## config.mk

```make
export PLATFORM = sky130hd
export DESIGN_NAME = sha256_round_ctrl
export DESIGN_NICKNAME = d
export VERILOG_FILES = /design/src/rtl/sha256_round_ctrl.sv
export SDC_FILE = /design/constraint.sdc
export NUM_CORES = 2
export LEC_CHECK = 0
export CORE_MARGIN = 2
export CORE_UTILIZATION = 45
export DETAILED_ROUTE_END_ITERATION = 10
export PLACE_DENSITY = 0.66
export SYNTH_ARGS = -nofsm -noshare
export SYNTH_HDL_FRONTEND = slang
export SYNTH_SLANG_ARGS = --single-unit
```

## constraint.sdc

```tcl
create_clock -name clk -period 18 [get_ports clk]
set_input_delay 3.6 -clock clk [delete_from_list [all_inputs] [get_ports clk]]
set_output_delay 3.6 -clock clk [all_outputs]
set_load 0.02 [all_outputs]
```

## src/rtl/sha256_round_ctrl.sv

```systemverilog
// sha256_round_ctrl: one SHA-256 compression, one round per clock over a shared datapath.
// Optional macro SHA_DOUBLE_EN adds dbl_in to chain a second pass (double SHA-256).
module sha256_round_ctrl #(
    parameter int NUM_ROUNDS = 64,
    parameter int CNT_W      = 7
) (
    input  logic             clk,
    input  logic             rst_n,
    input  logic             in_valid,
    output logic             in_ready,
    input  logic [511:0]     block_in,
    input  logic [255:0]     hash_in,
`ifdef SHA_DOUBLE_EN
    input  logic             dbl_in,
`endif
    output logic             out_valid,
    input  logic             out_ready,
    output logic [255:0]     digest_out,
    output logic             busy,
    output logic [CNT_W-1:0] round_o
);

    // state   | meaning
    // IDLE    | waiting for a block, in_ready high
    // ROUND   | one compression round per clock, round_q = t
    // FINAL   | add chaining value; publish digest or start second pass
    // DONE    | digest held until out_ready
    typedef enum logic [1:0] {S_IDLE, S_ROUND, S_FINAL, S_DONE} state_t;

    localparam logic [255:0] IV = 256'h6a09e667_bb67ae85_3c6ef372_a54ff53a_510e527f_9b05688c_1f83d9ab_5be0cd19;

    state_t             state_q, state_d;
    logic [31:0]        a_q, b_q, c_q, d_q, e_q, f_q, g_q, h_q;
    logic [31:0]        w_q [16];
    logic [255:0]       hash_q, digest_q, final_sum, st;
    logic [511:0]       load_blk;
    logic [CNT_W-1:0]   round_q;
    logic [5:0]         k_idx;
    logic [31:0]        t1, t2, w_next;
    logic               accept, last_round, chain_q;

    function automatic logic [31:0] rotr(input logic [31:0] x, input int n);
        rotr = (x >> n) | (x << (32 - n));
    endfunction

    function automatic logic [31:0] big_s0(input logic [31:0] x);
        big_s0 = rotr(x, 2) ^ rotr(x, 13) ^ rotr(x, 22);
    endfunction

    function automatic logic [31:0] big_s1(input logic [31:0] x);
        big_s1 = rotr(x, 6) ^ rotr(x, 11) ^ rotr(x, 25);
    endfunction

    function automatic logic [31:0] small_s0(input logic [31:0] x);
        small_s0 = rotr(x, 7) ^ rotr(x, 18) ^ (x >> 3);
    endfunction

    function automatic logic [31:0] small_s1(input logic [31:0] x);
        small_s1 = rotr(x, 17) ^ rotr(x, 19) ^ (x >> 10);
    endfunction

    function automatic logic [31:0] ch(input logic [31:0] x, input logic [31:0] y, input logic [31:0] z);
        ch = (x & y) ^ (~x & z);
    endfunction

    function automatic logic [31:0] maj32(input logic [31:0] x, input logic [31:0] y, input logic [31:0] z);
        maj32 = (x & y) ^ (x & z) ^ (y & z);
    endfunction

    function automatic logic [31:0] k_rom(input logic [5:0] idx);
        case (idx)
            6'd0:  k_rom = 32'h428a2f98; 6'd1:  k_rom = 32'h71374491; 6'd2:  k_rom = 32'hb5c0fbcf; 6'd3:  k_rom = 32'he9b5dba5;
            6'd4:  k_rom = 32'h3956c25b; 6'd5:  k_rom = 32'h59f111f1; 6'd6:  k_rom = 32'h923f82a4; 6'd7:  k_rom = 32'hab1c5ed5;
            6'd8:  k_rom = 32'hd807aa98; 6'd9:  k_rom = 32'h12835b01; 6'd10: k_rom = 32'h243185be; 6'd11: k_rom = 32'h550c7dc3;
            6'd12: k_rom = 32'h72be5d74; 6'd13: k_rom = 32'h80deb1fe; 6'd14: k_rom = 32'h9bdc06a7; 6'd15: k_rom = 32'hc19bf174;
            6'd16: k_rom = 32'he49b69c1; 6'd17: k_rom = 32'hefbe4786; 6'd18: k_rom = 32'h0fc19dc6; 6'd19: k_rom = 32'h240ca1cc;
            6'd20: k_rom = 32'h2de92c6f; 6'd21: k_rom = 32'h4a7484aa; 6'd22: k_rom = 32'h5cb0a9dc; 6'd23: k_rom = 32'h76f988da;
            6'd24: k_rom = 32'h983e5152; 6'd25: k_rom = 32'ha831c66d; 6'd26: k_rom = 32'hb00327c8; 6'd27: k_rom = 32'hbf597fc7;
            6'd28: k_rom = 32'hc6e00bf3; 6'd29: k_rom = 32'hd5a79147; 6'd30: k_rom = 32'h06ca6351; 6'd31: k_rom = 32'h14292967;
            6'd32: k_rom = 32'h27b70a85; 6'd33: k_rom = 32'h2e1b2138; 6'd34: k_rom = 32'h4d2c6dfc; 6'd35: k_rom = 32'h53380d13;
            6'd36: k_rom = 32'h650a7354; 6'd37: k_rom = 32'h766a0abb; 6'd38: k_rom = 32'h81c2c92e; 6'd39: k_rom = 32'h92722c85;
            6'd40: k_rom = 32'ha2bfe8a1; 6'd41: k_rom = 32'ha81a664b; 6'd42: k_rom = 32'hc24b8b70; 6'd43: k_rom = 32'hc76c51a3;
            6'd44: k_rom = 32'hd192e819; 6'd45: k_rom = 32'hd6990624; 6'd46: k_rom = 32'hf40e3585; 6'd47: k_rom = 32'h106aa070;
            6'd48: k_rom = 32'h19a4c116; 6'd49: k_rom = 32'h1e376c08; 6'd50: k_rom = 32'h2748774c; 6'd51: k_rom = 32'h34b0bcb5;
            6'd52: k_rom = 32'h391c0cb3; 6'd53: k_rom = 32'h4ed8aa4a; 6'd54: k_rom = 32'h5b9cca4f; 6'd55: k_rom = 32'h682e6ff3;
            6'd56: k_rom = 32'h748f82ee; 6'd57: k_rom = 32'h78a5636f; 6'd58: k_rom = 32'h84c87814; 6'd59: k_rom = 32'h8cc70208;
            6'd60: k_rom = 32'h90befffa; 6'd61: k_rom = 32'ha4506ceb; 6'd62: k_rom = 32'hbef9a3f7; default: k_rom = 32'hc67178f2;
        endcase
    endfunction

    assign accept     = in_valid & in_ready;
    assign last_round = (round_q == CNT_W'(NUM_ROUNDS - 1));
    assign k_idx      = 6'(round_q);
    assign round_o    = round_q;
    assign digest_out = digest_q;

`ifdef SHA_DOUBLE_EN
    always_ff @(posedge clk) begin
        if (!rst_n)                  chain_q <= 1'b0;
        else if (accept)             chain_q <= dbl_in;
        else if (state_q == S_FINAL) chain_q <= 1'b0;
    end
`else
    assign chain_q = 1'b0;
`endif

    always_ff @(posedge clk) begin
        if (!rst_n) state_q <= S_IDLE;
        else        state_q <= state_d;
    end

    always_comb begin
        state_d = state_q;
        case (state_q)
            S_IDLE:  if (accept) state_d = S_ROUND;
            S_ROUND: if (last_round) state_d = S_FINAL;
            S_FINAL: state_d = chain_q ? S_ROUND : S_DONE;
            S_DONE:  if (out_ready) state_d = S_IDLE;
            default: state_d = S_IDLE;
        endcase
    end

    always_comb begin
        in_ready  = (state_q == S_IDLE);
        busy      = (state_q != S_IDLE);
        out_valid = (state_q == S_DONE);
    end

    always_comb begin
        t1     = h_q + big_s1(e_q) + ch(e_q, f_q, g_q) + k_rom(k_idx) + w_q[0];
        t2     = big_s0(a_q) + maj32(a_q, b_q, c_q);
        // window holds W[t..t+15]; the new tail word is W[t+16]
        w_next = small_s1(w_q[14]) + w_q[9] + small_s0(w_q[1]) + w_q[0];
        st     = {a_q, b_q, c_q, d_q, e_q, f_q, g_q, h_q};
        final_sum = '0;
        for (int i = 0; i < 8; i++)
            final_sum[255-32*i -: 32] = st[255-32*i -: 32] + hash_q[255-32*i -: 32];
        load_blk = (state_q == S_FINAL) ? {final_sum, 32'h80000000, 192'h0, 32'h00000100} : block_in;
    end

    always_ff @(posedge clk) begin
        if (!rst_n) begin
            {a_q, b_q, c_q, d_q, e_q, f_q, g_q, h_q} <= '0;
            hash_q   <= '0;
            digest_q <= '0;
            round_q  <= '0;
            for (int i = 0; i < 16; i++) w_q[i] <= '0;
        end else begin
            case (state_q)
                S_IDLE: if (accept) begin
                    {a_q, b_q, c_q, d_q, e_q, f_q, g_q, h_q} <= hash_in;
                    hash_q  <= hash_in;
                    round_q <= '0;
                    for (int i = 0; i < 16; i++) w_q[i] <= load_blk[511-32*i -: 32];
                end
                S_ROUND: begin
                    h_q <= g_q;
                    g_q <= f_q;
                    f_q <= e_q;
                    e_q <= d_q + t1;
                    d_q <= c_q;
                    c_q <= b_q;
                    b_q <= a_q;
                    a_q <= t1 + t2;
                    for (int i = 0; i < 15; i++) w_q[i] <= w_q[i+1];
                    w_q[15] <= w_next;
                    round_q <= round_q + CNT_W'(1);
                end
                S_FINAL: if (chain_q) begin
                    {a_q, b_q, c_q, d_q, e_q, f_q, g_q, h_q} <= IV;
                    hash_q  <= IV;
                    round_q <= '0;
                    for (int i = 0; i < 16; i++) w_q[i] <= load_blk[511-32*i -: 32];
                end else begin
                    digest_q <= final_sum;
                end
                default: ;
            endcase
        end
    end

endmodule

```

==> reports/qor.yml <==
status: "complete, no violations"
first_pass_iters: 6
clkTransAtPathRegs_ns: 0.07
nNetsFinal: 10992
numPortBuffers: 1037
maxUsedRoutingLayer: "met5"
cap_violations: 0
dr_wl_met3_um: 49900
dp.cells: 11818
grt_overflow: 0
place.gp.congestion: 1.15
clockRootBuffer: "clkbuf_16"
syn_inst: 8900
drc: 0
fin_skew_ns: 0.0350
ff_latch_area_um2: 31600
synth-simple-area-share: 0.121
io_pins: 1038
synth_ff_type: "dfxtp_1"
tritoncts: "yes"
worstMarginPinSlew_ns: 1.45
synth_seq_cells: 1321
synth.area.mux_share: 0.0422
viasPerCell: 6.29
largest_reg_flops: 512
avgSynthCellArea_um2: 8.97
hold_viol_final: 0
post_cts_buffers: 0
setup_violations: 0
numCtsBuffers: 152
fin_tns_setup_ns: 0
cts.sinks: 1321
dp_hpwl_um: 331000
cp-start-kind: "flip-flop"
synth_top_family_by_area: "compound AO/OA/AOI/OAI gates"
min_path_type: "reg -> reg"
critPathKind: "reg -> reg"
placementRows: 154
multi_input_area_um2: 45000
nFillCells: 16237
arrival_ns: 9.48
die-width_um: 425
synth.distinct_cells: 80
routed_wl_um: 418000
cts_resized: 0
via_count: 76529
wl_per_cell_um: 34.4
critPathMaxStageDelay_ns: 0.59
grt_pass1_vias: 70626
rsz0062_at_grt: "false"
max_slew_margin: 0.0209
antenna_found_initial: 99
initialDrtViolationCount: 11241
dieArea_um2: 181000
syn_nets: 10260
wl_met1_um: 161000
die_h_um: 425
cp_data_required_time_ns: 18.73
grt_pass1_wl_um: 562000
areaGrowthSynthToFinish_pct: 21.9
drv_slew: 0
critPathSlowestCell: "dfxtp_1"
drive_above_1_share: 0.0439
synth_edf_count: 512
synth-adder-area-share: 0.111
yosysSeqAreaShare: 0.395
layout.cells.non_filler: 12166
min_period_ns: 8.75
h-tree-depth: 4
utilization: 0.552
core_area_um2: 176000
clk_latency_ns: 0.84
ant_nets: 0
grt_max_degree: 203
fmax_ghz: 0.114
synth-xor-area-share: 0.0639
worst_setup_path_end_kind: "flip-flop"
netlist_area_um2: 79900
grt_use_total: 0.446
synth_compound_area_frac: 0.223
largest_register: "w_q"
start_util: 0.453
met2_length_um: 174000
yosys_warnings: 0
postCtsHoldBufs: 0
async_flop_share: 0
cts_buffer_depth: 3
post-route-period-util: 0.486
critical_path.max_fanout: 7
per-layer routing:
layer,vias to the layer above,track usage
met4,52,0.309
met2,5047,0.637
met5,-,0.00476
met3,1014,0.133
met1,37214,0.575
li1,33202,-
layout make-up:
class / count / area share
multi-input cells: 6652 / 0.462
flip-flops and latches: 1321 / 0.324
clock buffers: 215 / 0.0454
inverters: 345 / 0.0135
repair buffers: 1160 / 0.117
well taps: 2340 / 0.0301
clock inverters: 62 / 0.00582
diodes: 71 / 0.00183
cell families after synthesis:
| logic type | Yosys count |
|---|---|
| DFF | 1321 |
| AOI/OAI and AO/OA | 2814 |
| adders and majority gates | 591 |
| and+or+nand+nor | 2334 |
| muxes | 334 |
| xor gates and xnor gates | 579 |
| buffers and inverters | 927 |
cells in the mapped netlist (all sizes together), types with 52 or more instances:
master	instances	area, um^2
nand2	1337	5020
a21oi	945	4730
dfxtp	809	16200
nor2	589	2210
o21ai	572	2860
clkbuf	534	2000
edfxtp	512	15400
xnor2	411	3600
ha	393	4920
inv	343	1290
mux2i	312	3120
a211oi	277	2080
a22o	237	2080
fa	195	3900
a21o	193	1450
xor2	166	1450
a21boi	119	893
nand3	80	400
nor3	79	395
o21a	71	533
o211ai	52	390
metrics by stage:
step           instance area, um^2  setup WS (ns)  hold WS [ns]
6_report                     97300           9.25         0.459
5_1_grt                      97300           8.85         0.473
4_1_cts                      97100           9.36         0.461
3_5_place_dp                 92200           9.41         0.452
3_3_place_gp                 92200           9.41         0.445
2_1_floorplan                79900           6.32         0.440
final timing paths:
| path | start | cells after the start | slack (ns) | end |
|---|---|---|---|---|
| worst max-delay path | e_q[2] | 30 | 9.25 | a_q[30] |
| worst min-delay path | hash_q[109] | 2 | 0.46 | hash_q[109] |
| worst max register to register | e_q[2] | 30 | 9.25 | a_q[30] |
| worst min register to register | hash_q[109] | 2 | 0.46 | hash_q[109] |
worst max-delay path: cells and delay by family (launching register included):
family | cells | cell delay [ns]
muxes | 1 | 0.43
buffers and inverters | 4 | 0.30
DFF | 1 | 0.59
xor gates and xnor gates | 1 | 0.27
and+or+nand+nor | 6 | 1.37
adders and majority gates | 6 | 2.65
AOI/OAI and AO/OA | 12 | 3.04
cells in the final DEF (no fill, tap or decap), drive strengths merged, types with 42 or more instances in the layout:
master         instances
a21boi               119
a21oi                945
clkdlybuf4s50       1036
mux2i                312
dfxtp                809
clkbuf               215
nor2                 589
a31oi                 42
ha                   393
buf                  124
clkinv                46
o21ai                572
a22o                 237
edfxtp               512
a21o                 193
inv                  352
o31ai                 50
nor2b                 49
nand2b                50
fa                   195
diode                 71
a211oi               277
nand3                 80
xor2                 166
nor3                  79
o211ai                52
nand2               1337
o21a                  71
xnor2                411
Power is not shown: default switching activity piles up to over one toggle a cycle in this logic, so the estimate is an artifact.
